[src/rtl/muldiv_unit_pkg.sv]
// Shared decode definitions for the multiply/divide unit: operation encodings,
// FSM state encoding and small op-class helpers.
package muldiv_unit_pkg;

    typedef enum logic [2:0] {
        MDU_OP_MUL   = 3'd0,
        MDU_OP_MULH  = 3'd1,
        MDU_OP_MULHU = 3'd2,
        MDU_OP_DIV   = 3'd3,
        MDU_OP_DIVU  = 3'd4,
        MDU_OP_MOD   = 3'd5,
        MDU_OP_MODU  = 3'd6
    } mdu_op_t;

    typedef enum logic [2:0] {
        ST_IDLE = 3'd0,
        ST_MUL  = 3'd1,
        ST_PREP = 3'd2,
        ST_RUN  = 3'd3,
        ST_FIX  = 3'd4,
        ST_DONE = 3'd5
    } mdu_state_t;

    function automatic logic is_mul_op(input logic [2:0] op);
        return op inside {MDU_OP_MUL, MDU_OP_MULH, MDU_OP_MULHU};
    endfunction

    function automatic logic is_div_op(input logic [2:0] op);
        return op inside {MDU_OP_DIV, MDU_OP_DIVU, MDU_OP_MOD, MDU_OP_MODU};
    endfunction

    function automatic logic is_signed_div(input logic [2:0] op);
        return op inside {MDU_OP_DIV, MDU_OP_MOD};
    endfunction

endpackage

[src/rtl/muldiv_div_iter.sv]
// Restoring radix-2 divider on unsigned magnitudes: one quotient bit per cycle.
// Sign handling and divide-by-zero are resolved by the parent.
module muldiv_div_iter #(
    parameter int WIDTH = 32
) (
    input  logic             clk,
    input  logic             rst_n,
    input  logic             flush_i,
    input  logic             start_i,
    input  logic [WIDTH-1:0] dividend_i,
    input  logic [WIDTH-1:0] divisor_i,
    output logic             last_o,
    output logic [WIDTH-1:0] quo_o,
    output logic [WIDTH-1:0] rem_o
);
    localparam int CNT_W = $clog2(WIDTH);

    logic             run_q, run_d;
    logic [CNT_W-1:0] cnt_q, cnt_d;
    logic [WIDTH-1:0] rem_q, quo_q, dvs_q;
    logic [WIDTH:0]   shifted, trial;

    // Quotient register doubles as the dividend shifter; its MSB feeds the remainder.
    assign shifted = {rem_q, quo_q[WIDTH-1]};
    assign trial   = shifted - {1'b0, dvs_q};
    assign last_o  = run_q & (cnt_q == '0);
    assign quo_o   = quo_q;
    assign rem_o   = rem_q;

    always_comb begin
        run_d = run_q;
        cnt_d = cnt_q;
        if (flush_i) begin
            run_d = 1'b0;
            cnt_d = '0;
        end else if (start_i) begin
            run_d = 1'b1;
            cnt_d = CNT_W'(WIDTH - 1);
        end else if (run_q) begin
            if (cnt_q == '0) begin
                run_d = 1'b0;
            end else begin
                cnt_d = cnt_q - CNT_W'(1);
            end
        end
    end

    always_ff @(posedge clk or negedge rst_n) begin
        if (!rst_n) begin
            run_q <= 1'b0;
            cnt_q <= '0;
        end else begin
            run_q <= run_d;
            cnt_q <= cnt_d;
        end
    end

    always_ff @(posedge clk) begin
        if (start_i) begin
            rem_q <= '0;
            quo_q <= dividend_i;
            dvs_q <= divisor_i;
        end else if (run_q) begin
            rem_q <= trial[WIDTH] ? shifted[WIDTH-1:0] : trial[WIDTH-1:0];
            quo_q <= {quo_q[WIDTH-2:0], ~trial[WIDTH]};
        end
    end

endmodule

[src/rtl/muldiv_unit.sv]
// Multi-cycle MUL/MULH/MULHU/DIV/DIVU/MOD/MODU unit for the EX stage.
// One operation in flight, valid/ready on both sides, flushable, tag carried through.
module muldiv_unit
    import muldiv_unit_pkg::*;
#(
    parameter int WIDTH   = 32,
    parameter int MUL_LAT = 2,
    parameter int TAG_W   = 4
) (
    input  logic             clk,
    input  logic             rst_n,
    input  logic             flush_i,
    input  logic             valid_i,
    output logic             ready_o,
    input  logic [2:0]       op_i,
    input  logic [WIDTH-1:0] opd1_i,
    input  logic [WIDTH-1:0] opd2_i,
    input  logic [TAG_W-1:0] tag_i,
    output logic             valid_o,
    input  logic             ready_i,
    output logic [WIDTH-1:0] res_o,
    output logic [TAG_W-1:0] tag_o
);
    mdu_state_t       state_q, state_d;
    logic [1:0]       cnt_q, cnt_d;
    logic [WIDTH-1:0] res_q, res_d;
    logic [TAG_W-1:0] tag_q;

    logic [WIDTH-1:0] a_q, b_q, prod_q;
    logic [2:0]       op_q;
    logic             qneg_q, rneg_q, dz_q;

    logic             accept, div_start, div_last;
    logic             neg_a, neg_b, mul_sgn;
    logic [WIDTH-1:0] abs_a, abs_b, quo, rem, mul_res, fix_res;
    logic [2*WIDTH-1:0] mul_a, mul_b, mul_prod;

    function automatic logic [WIDTH-1:0] cond_neg(input logic neg, input logic [WIDTH-1:0] v);
        return neg ? -v : v;
    endfunction

    assign ready_o = (state_q == ST_IDLE);
    assign valid_o = (state_q == ST_DONE);
    assign res_o   = res_q;
    assign tag_o   = tag_q;
    assign accept  = valid_i & ready_o & ~flush_i;

    // Only MULH sign-extends; the low half is identical for every multiply flavour.
    assign mul_sgn  = (op_q == MDU_OP_MULH);
    assign mul_a    = {{WIDTH{mul_sgn & a_q[WIDTH-1]}}, a_q};
    assign mul_b    = {{WIDTH{mul_sgn & b_q[WIDTH-1]}}, b_q};
    assign mul_prod = mul_a * mul_b;
    assign mul_res  = (op_q == MDU_OP_MUL) ? mul_prod[WIDTH-1:0] : mul_prod[2*WIDTH-1:WIDTH];

    assign neg_a = is_signed_div(op_q) & a_q[WIDTH-1];
    assign neg_b = is_signed_div(op_q) & b_q[WIDTH-1];
    assign abs_a = cond_neg(neg_a, a_q);
    assign abs_b = cond_neg(neg_b, b_q);

    muldiv_div_iter #(.WIDTH(WIDTH)) u_div (
        .clk        (clk),
        .rst_n      (rst_n),
        .flush_i    (flush_i),
        .start_i    (div_start),
        .dividend_i (abs_a),
        .divisor_i  (abs_b),
        .last_o     (div_last),
        .quo_o      (quo),
        .rem_o      (rem)
    );

    // min / -1 falls out naturally: |min| / 1 = min with a positive quotient sign.
    always_comb begin
        fix_res = '0;
        case (op_q)
            MDU_OP_DIV, MDU_OP_DIVU: fix_res = dz_q ? '1  : cond_neg(qneg_q, quo);
            MDU_OP_MOD, MDU_OP_MODU: fix_res = dz_q ? a_q : cond_neg(rneg_q, rem);
            default:                 fix_res = '0;
        endcase
    end

    always_comb begin
        state_d   = state_q;
        cnt_d     = cnt_q;
        res_d     = res_q;
        div_start = 1'b0;
        case (state_q)
            ST_IDLE: begin
                if (accept) begin
                    if (is_mul_op(op_i)) begin
                        state_d = ST_MUL;
                        cnt_d   = 2'(MUL_LAT - 1);
                    end else if (is_div_op(op_i)) begin
                        state_d = ST_PREP;
                    end else begin
                        state_d = ST_FIX;
                    end
                end
            end
            ST_MUL: begin
                if (cnt_q == 2'd0) begin
                    state_d = ST_DONE;
                    res_d   = (MUL_LAT == 1) ? mul_res : prod_q;
                end else begin
                    cnt_d = cnt_q - 2'd1;
                end
            end
            ST_PREP: begin
                if (b_q == '0) begin
                    state_d = ST_FIX;
                end else begin
                    state_d   = ST_RUN;
                    div_start = 1'b1;
                end
            end
            ST_RUN: begin
                if (div_last) state_d = ST_FIX;
            end
            ST_FIX: begin
                state_d = ST_DONE;
                res_d   = fix_res;
            end
            ST_DONE: begin
                if (ready_i) state_d = ST_IDLE;
            end
            default: state_d = ST_IDLE;
        endcase
        if (flush_i) begin
            state_d   = ST_IDLE;
            cnt_d     = '0;
            res_d     = res_q;
            div_start = 1'b0;
        end
    end

    always_ff @(posedge clk or negedge rst_n) begin
        if (!rst_n) begin
            state_q <= ST_IDLE;
            cnt_q   <= '0;
            res_q   <= '0;
            tag_q   <= '0;
        end else begin
            state_q <= state_d;
            cnt_q   <= cnt_d;
            res_q   <= res_d;
            if (accept) tag_q <= tag_i;
        end
    end

    // Datapath registers carry no reset; they are only read after being loaded.
    always_ff @(posedge clk) begin
        if (accept) begin
            a_q  <= opd1_i;
            b_q  <= opd2_i;
            op_q <= op_i;
        end
        prod_q <= mul_res;
        if (state_q == ST_PREP) begin
            qneg_q <= neg_a ^ neg_b;
            rneg_q <= neg_a;
            dz_q   <= (b_q == '0);
        end
    end

endmodule

[config.mk]
export PLATFORM = sky130hd
export DESIGN_NAME = muldiv_unit
export DESIGN_NICKNAME = d
export VERILOG_FILES = /design/src/rtl/muldiv_unit_pkg.sv /design/src/rtl/muldiv_div_iter.sv /design/src/rtl/muldiv_unit.sv
export SDC_FILE = /design/constraint.sdc
export NUM_CORES = 2
export LEC_CHECK = 0
export ABC_CLOCK_PERIOD_IN_PS = 10300
export BUFFER_PORTS_ARGS = -buffer_cell sky130_fd_sc_hd__buf_4
export CAP_MARGIN = 10
export CORE_MARGIN = 2
export CORE_UTILIZATION = 48
export CTS_BUF_LIST = sky130_fd_sc_hd__clkbuf_8 sky130_fd_sc_hd__clkbuf_16
export DETAILED_ROUTE_END_ITERATION = 16
export SLEW_MARGIN = 20
export SYNTH_ARGS = -nofsm -noshare
export SYNTH_HDL_FRONTEND = slang
export SYNTH_HIERARCHICAL = 1
export SYNTH_SLANG_ARGS = --single-unit
[constraint.sdc]
create_clock -name clk -period 10.3 [get_ports clk]
set_clock_uncertainty 0.15 [all_clocks]
set_input_delay 2.06 -clock clk [delete_from_list [all_inputs] [get_ports clk]]
set_output_delay 2.06 -clock clk [all_outputs]
set_load 0.01 [all_outputs]
==> metrics.cfg <==
[place]
gp_congestion=0.9539
numPortBuffers=113
dp_hpwl_um=127500

[clock_tree]
cts_resized=0
htreeDepth=1
cts_tree=yes
cts_buffers=27
hold_buffers=0
cts_setup_buffers=0
clkSinkCount=245
clkLatencyLatePin_ps=610
clk_pin_slew_ps=60
clock_path_buffers=3
root_buffer=clkbuf_16

[finish]
drive_gt1_share_pct=6.020
final_common_cell=inv_1
nNetsFinal=7130
fillers=10140
area_growth_pct=6.074
mostFrequentLayoutCells=inv_1, fa_1, nand2_1

[critical_path]
cp_slowest_cell=and2_1
start_kind=register
critPathMaxStageDelay_ps=630
cp_data_required_time_ps=10620
cpMostUsedCell=fa_1
cp.arrival_ps=9770
end_kind=register
worst-setup-path-type=reg2reg
critPathMaxFanout=21

[global_routing]
grt_util_met2_pct=48.21
antenna_found_initial=6
grt-ovfl-total=0
grt_pass1_wl_um=248300
grt_pass1_vias=41030
met3_usage_pct=3.131
gr-usage-met1_pct=40.59
grt_usage_pct=29.07
grt.busiest_layer=met2
grt_max_degree=65

[timing]
fin_tns_setup_ps=0
max_slew.worst_pin.slew_ps=1255
timing.final.crit_share_pct=91.69
rsz0062_at_grt=no
fmax_mhz=105.9
setup_viol=0
slew_viol_final=0
relSlewSlack_pct=16.36
period_needed_ps=9444
hold_violations=0

[drt]
post_drt_wl_per_cell_um=22.19
wl_um=158000
via_per_inst=5.542
vias=39450
drtPass1Iterations=6
remaining_drc_errors=0
drtIter0Drc=3142
ant_nets=0

[synth]
netlist_instances=5781
syn-num-nets=7234
synth_seq_area_share_pct=12.40
syn_area_per_cell_um2=9.040
ys_seq_elements=245
ys_warn_count=6
synth_cell_types=90
syn-cell-area_um2=52260
synthArstFlopShare_pct=19.18
synth_ff_type=edfxtp_1
synth_edf_count=134

[floorplan]
dieHeight_um=334.0
dieArea_um2=111500
coreArea_um2=108400
rows=121
pin_count=114
initial_core_util_pct=48.21
die_w_um=334.0

[flow_run]
cap_violations=0

[min_path]
hp-class=reg2reg

[run_status]
outcome=complete, no violations

==> worst max-delay path: cells and delay by family, from the launching register on <==
kind / cells / cell delay [ps]
AO/OA/AOI/OAI: 3 / 850
buffers and inverters: 6 / 800
AND/OR/NAND/NOR: 10 / 2480
flip-flops: 1 / 500
adder cells (fa/ha/maj): 9 / 4330
XOR/XNOR: 1 / 170
==> through the flow <==
step / std cells / area [µm²] / util (%) / hold WS (ps) / setup slack, ps
final: 7118 / 55440 / 51.14 / 330.5 / 856.4
after global routing: 7112 / 55420 / 51.13 / 361.3 / 354.8
after CTS: 7110 / 55370 / 51.08 / 334.1 / 910.1
after detailed placement: 7060 / 54370 / 50.15 / 317.8 / 944.0
after global placement: 7060 / 54370 / 50.15 / 311.9 / 1091
after floorplan: 5781 / 52260 / - / 297.7 / 1596
==> sequential cells by signal, indices dropped and copies added, names as in the netlist, 4 cells and up <==
register,flops
b_q,32
res_o,32
u_div/rem_o,32
tag_o,4
u_div/cnt_q,5
u_div/dvs_q,32
a_q,32
u_div/quo_o,32
prod_q,32
==> cells in the mapped netlist, types with 5 or more instances <==
library cell	n	area, µm²
a31oi_1	22	137.6
nor4_1	17	106.4
buf_1	46	172.7
o21a_1	20	150.1
clkbuf_1	294	1104
inv_1	1205	4523
nand4_1	18	112.6
a222oi_1	6	60.06
nor3_1	41	205.2
buf_2	10	50.05
and3_1	35	219.0
or2_2	12	75.07
nor2b_1	17	106.4
xor2_1	95	832.1
o31ai_1	26	195.2
dfrtp_1	47	1176
or4_1	11	82.58
nor3b_1	5	37.54
a21boi_0	5	37.54
or3_1	18	112.6
o41ai_1	13	113.9
o22ai_1	9	56.30
dfxtp_1	64	1281
a21o_1	40	300.3
o21ai_0	142	710.7
o221ai_1	17	148.9
mux2i_1	7	70.07
and2_1	303	1896
o21bai_1	11	82.58
o211ai_1	12	90.09
a311oi_1	22	192.7
nor2_1	200	750.7
xnor2_1	128	1121
nand2b_1	19	118.9
a211o_1	5	43.79
nand3_1	41	205.2
a211oi_1	13	97.59
a21oi_1	198	991.0
edfxtp_1	134	4024
nand2_1	961	3607
mux2_2	32	360.4
o21ai_1	9	45.04
ha_1	251	3141
fa_1	1126	22540
==> cell type report <==
class	instances	area (µm²)	area share, %
multi-input cells	3977	39930	72.03
flip-flops and latches	245	6482	11.69
inverters	1205	4524	8.161
well taps	1414	1769	3.191
repair buffers	221	1704	3.074
clock buffers	36	833.3	1.503
clock inverters	14	175.2	0.3160
diodes	6	15.01	0.02708
==> layer usage <==
metal | wire, µm | share of wire, %
met5 | 0 | 0
met4 | 4930 | 3.1
met3 | 10280 | 6.5
met2 | 75700 | 48
met1 | 67050 | 42
==> path summary, 6_finish.rpt <==
check,start,to,depth (start not counted),slack (ps)
max,op_q[2],prod_q[18],29,860
max in group asynchronous,rst_n,u_div/run_q,1,8230
min reg2reg,res_o[3],res_o[3],2,330
min in group asynchronous,rst_n,tag_o[3],1,1310
min,res_o[3],res_o[3],2,330
max reg2reg,op_q[2],prod_q[18],29,860
==> cells by family after synthesis <==
family | after synthesis | share of synthesized area, %
simple gates | 1722 | 15.07
compound gates | 614 | 7.515
fa+ha+maj | 1377 | 49.14
buf+inv | 1559 | 11.25
flops | 245 | 12.40
mux | 39 | 0.8236
xor+xnor | 225 | 3.799
Power is left out: the tool's default activity adds up to more than one toggle a clock period on the data nets, which glitch-free logic cannot reach.
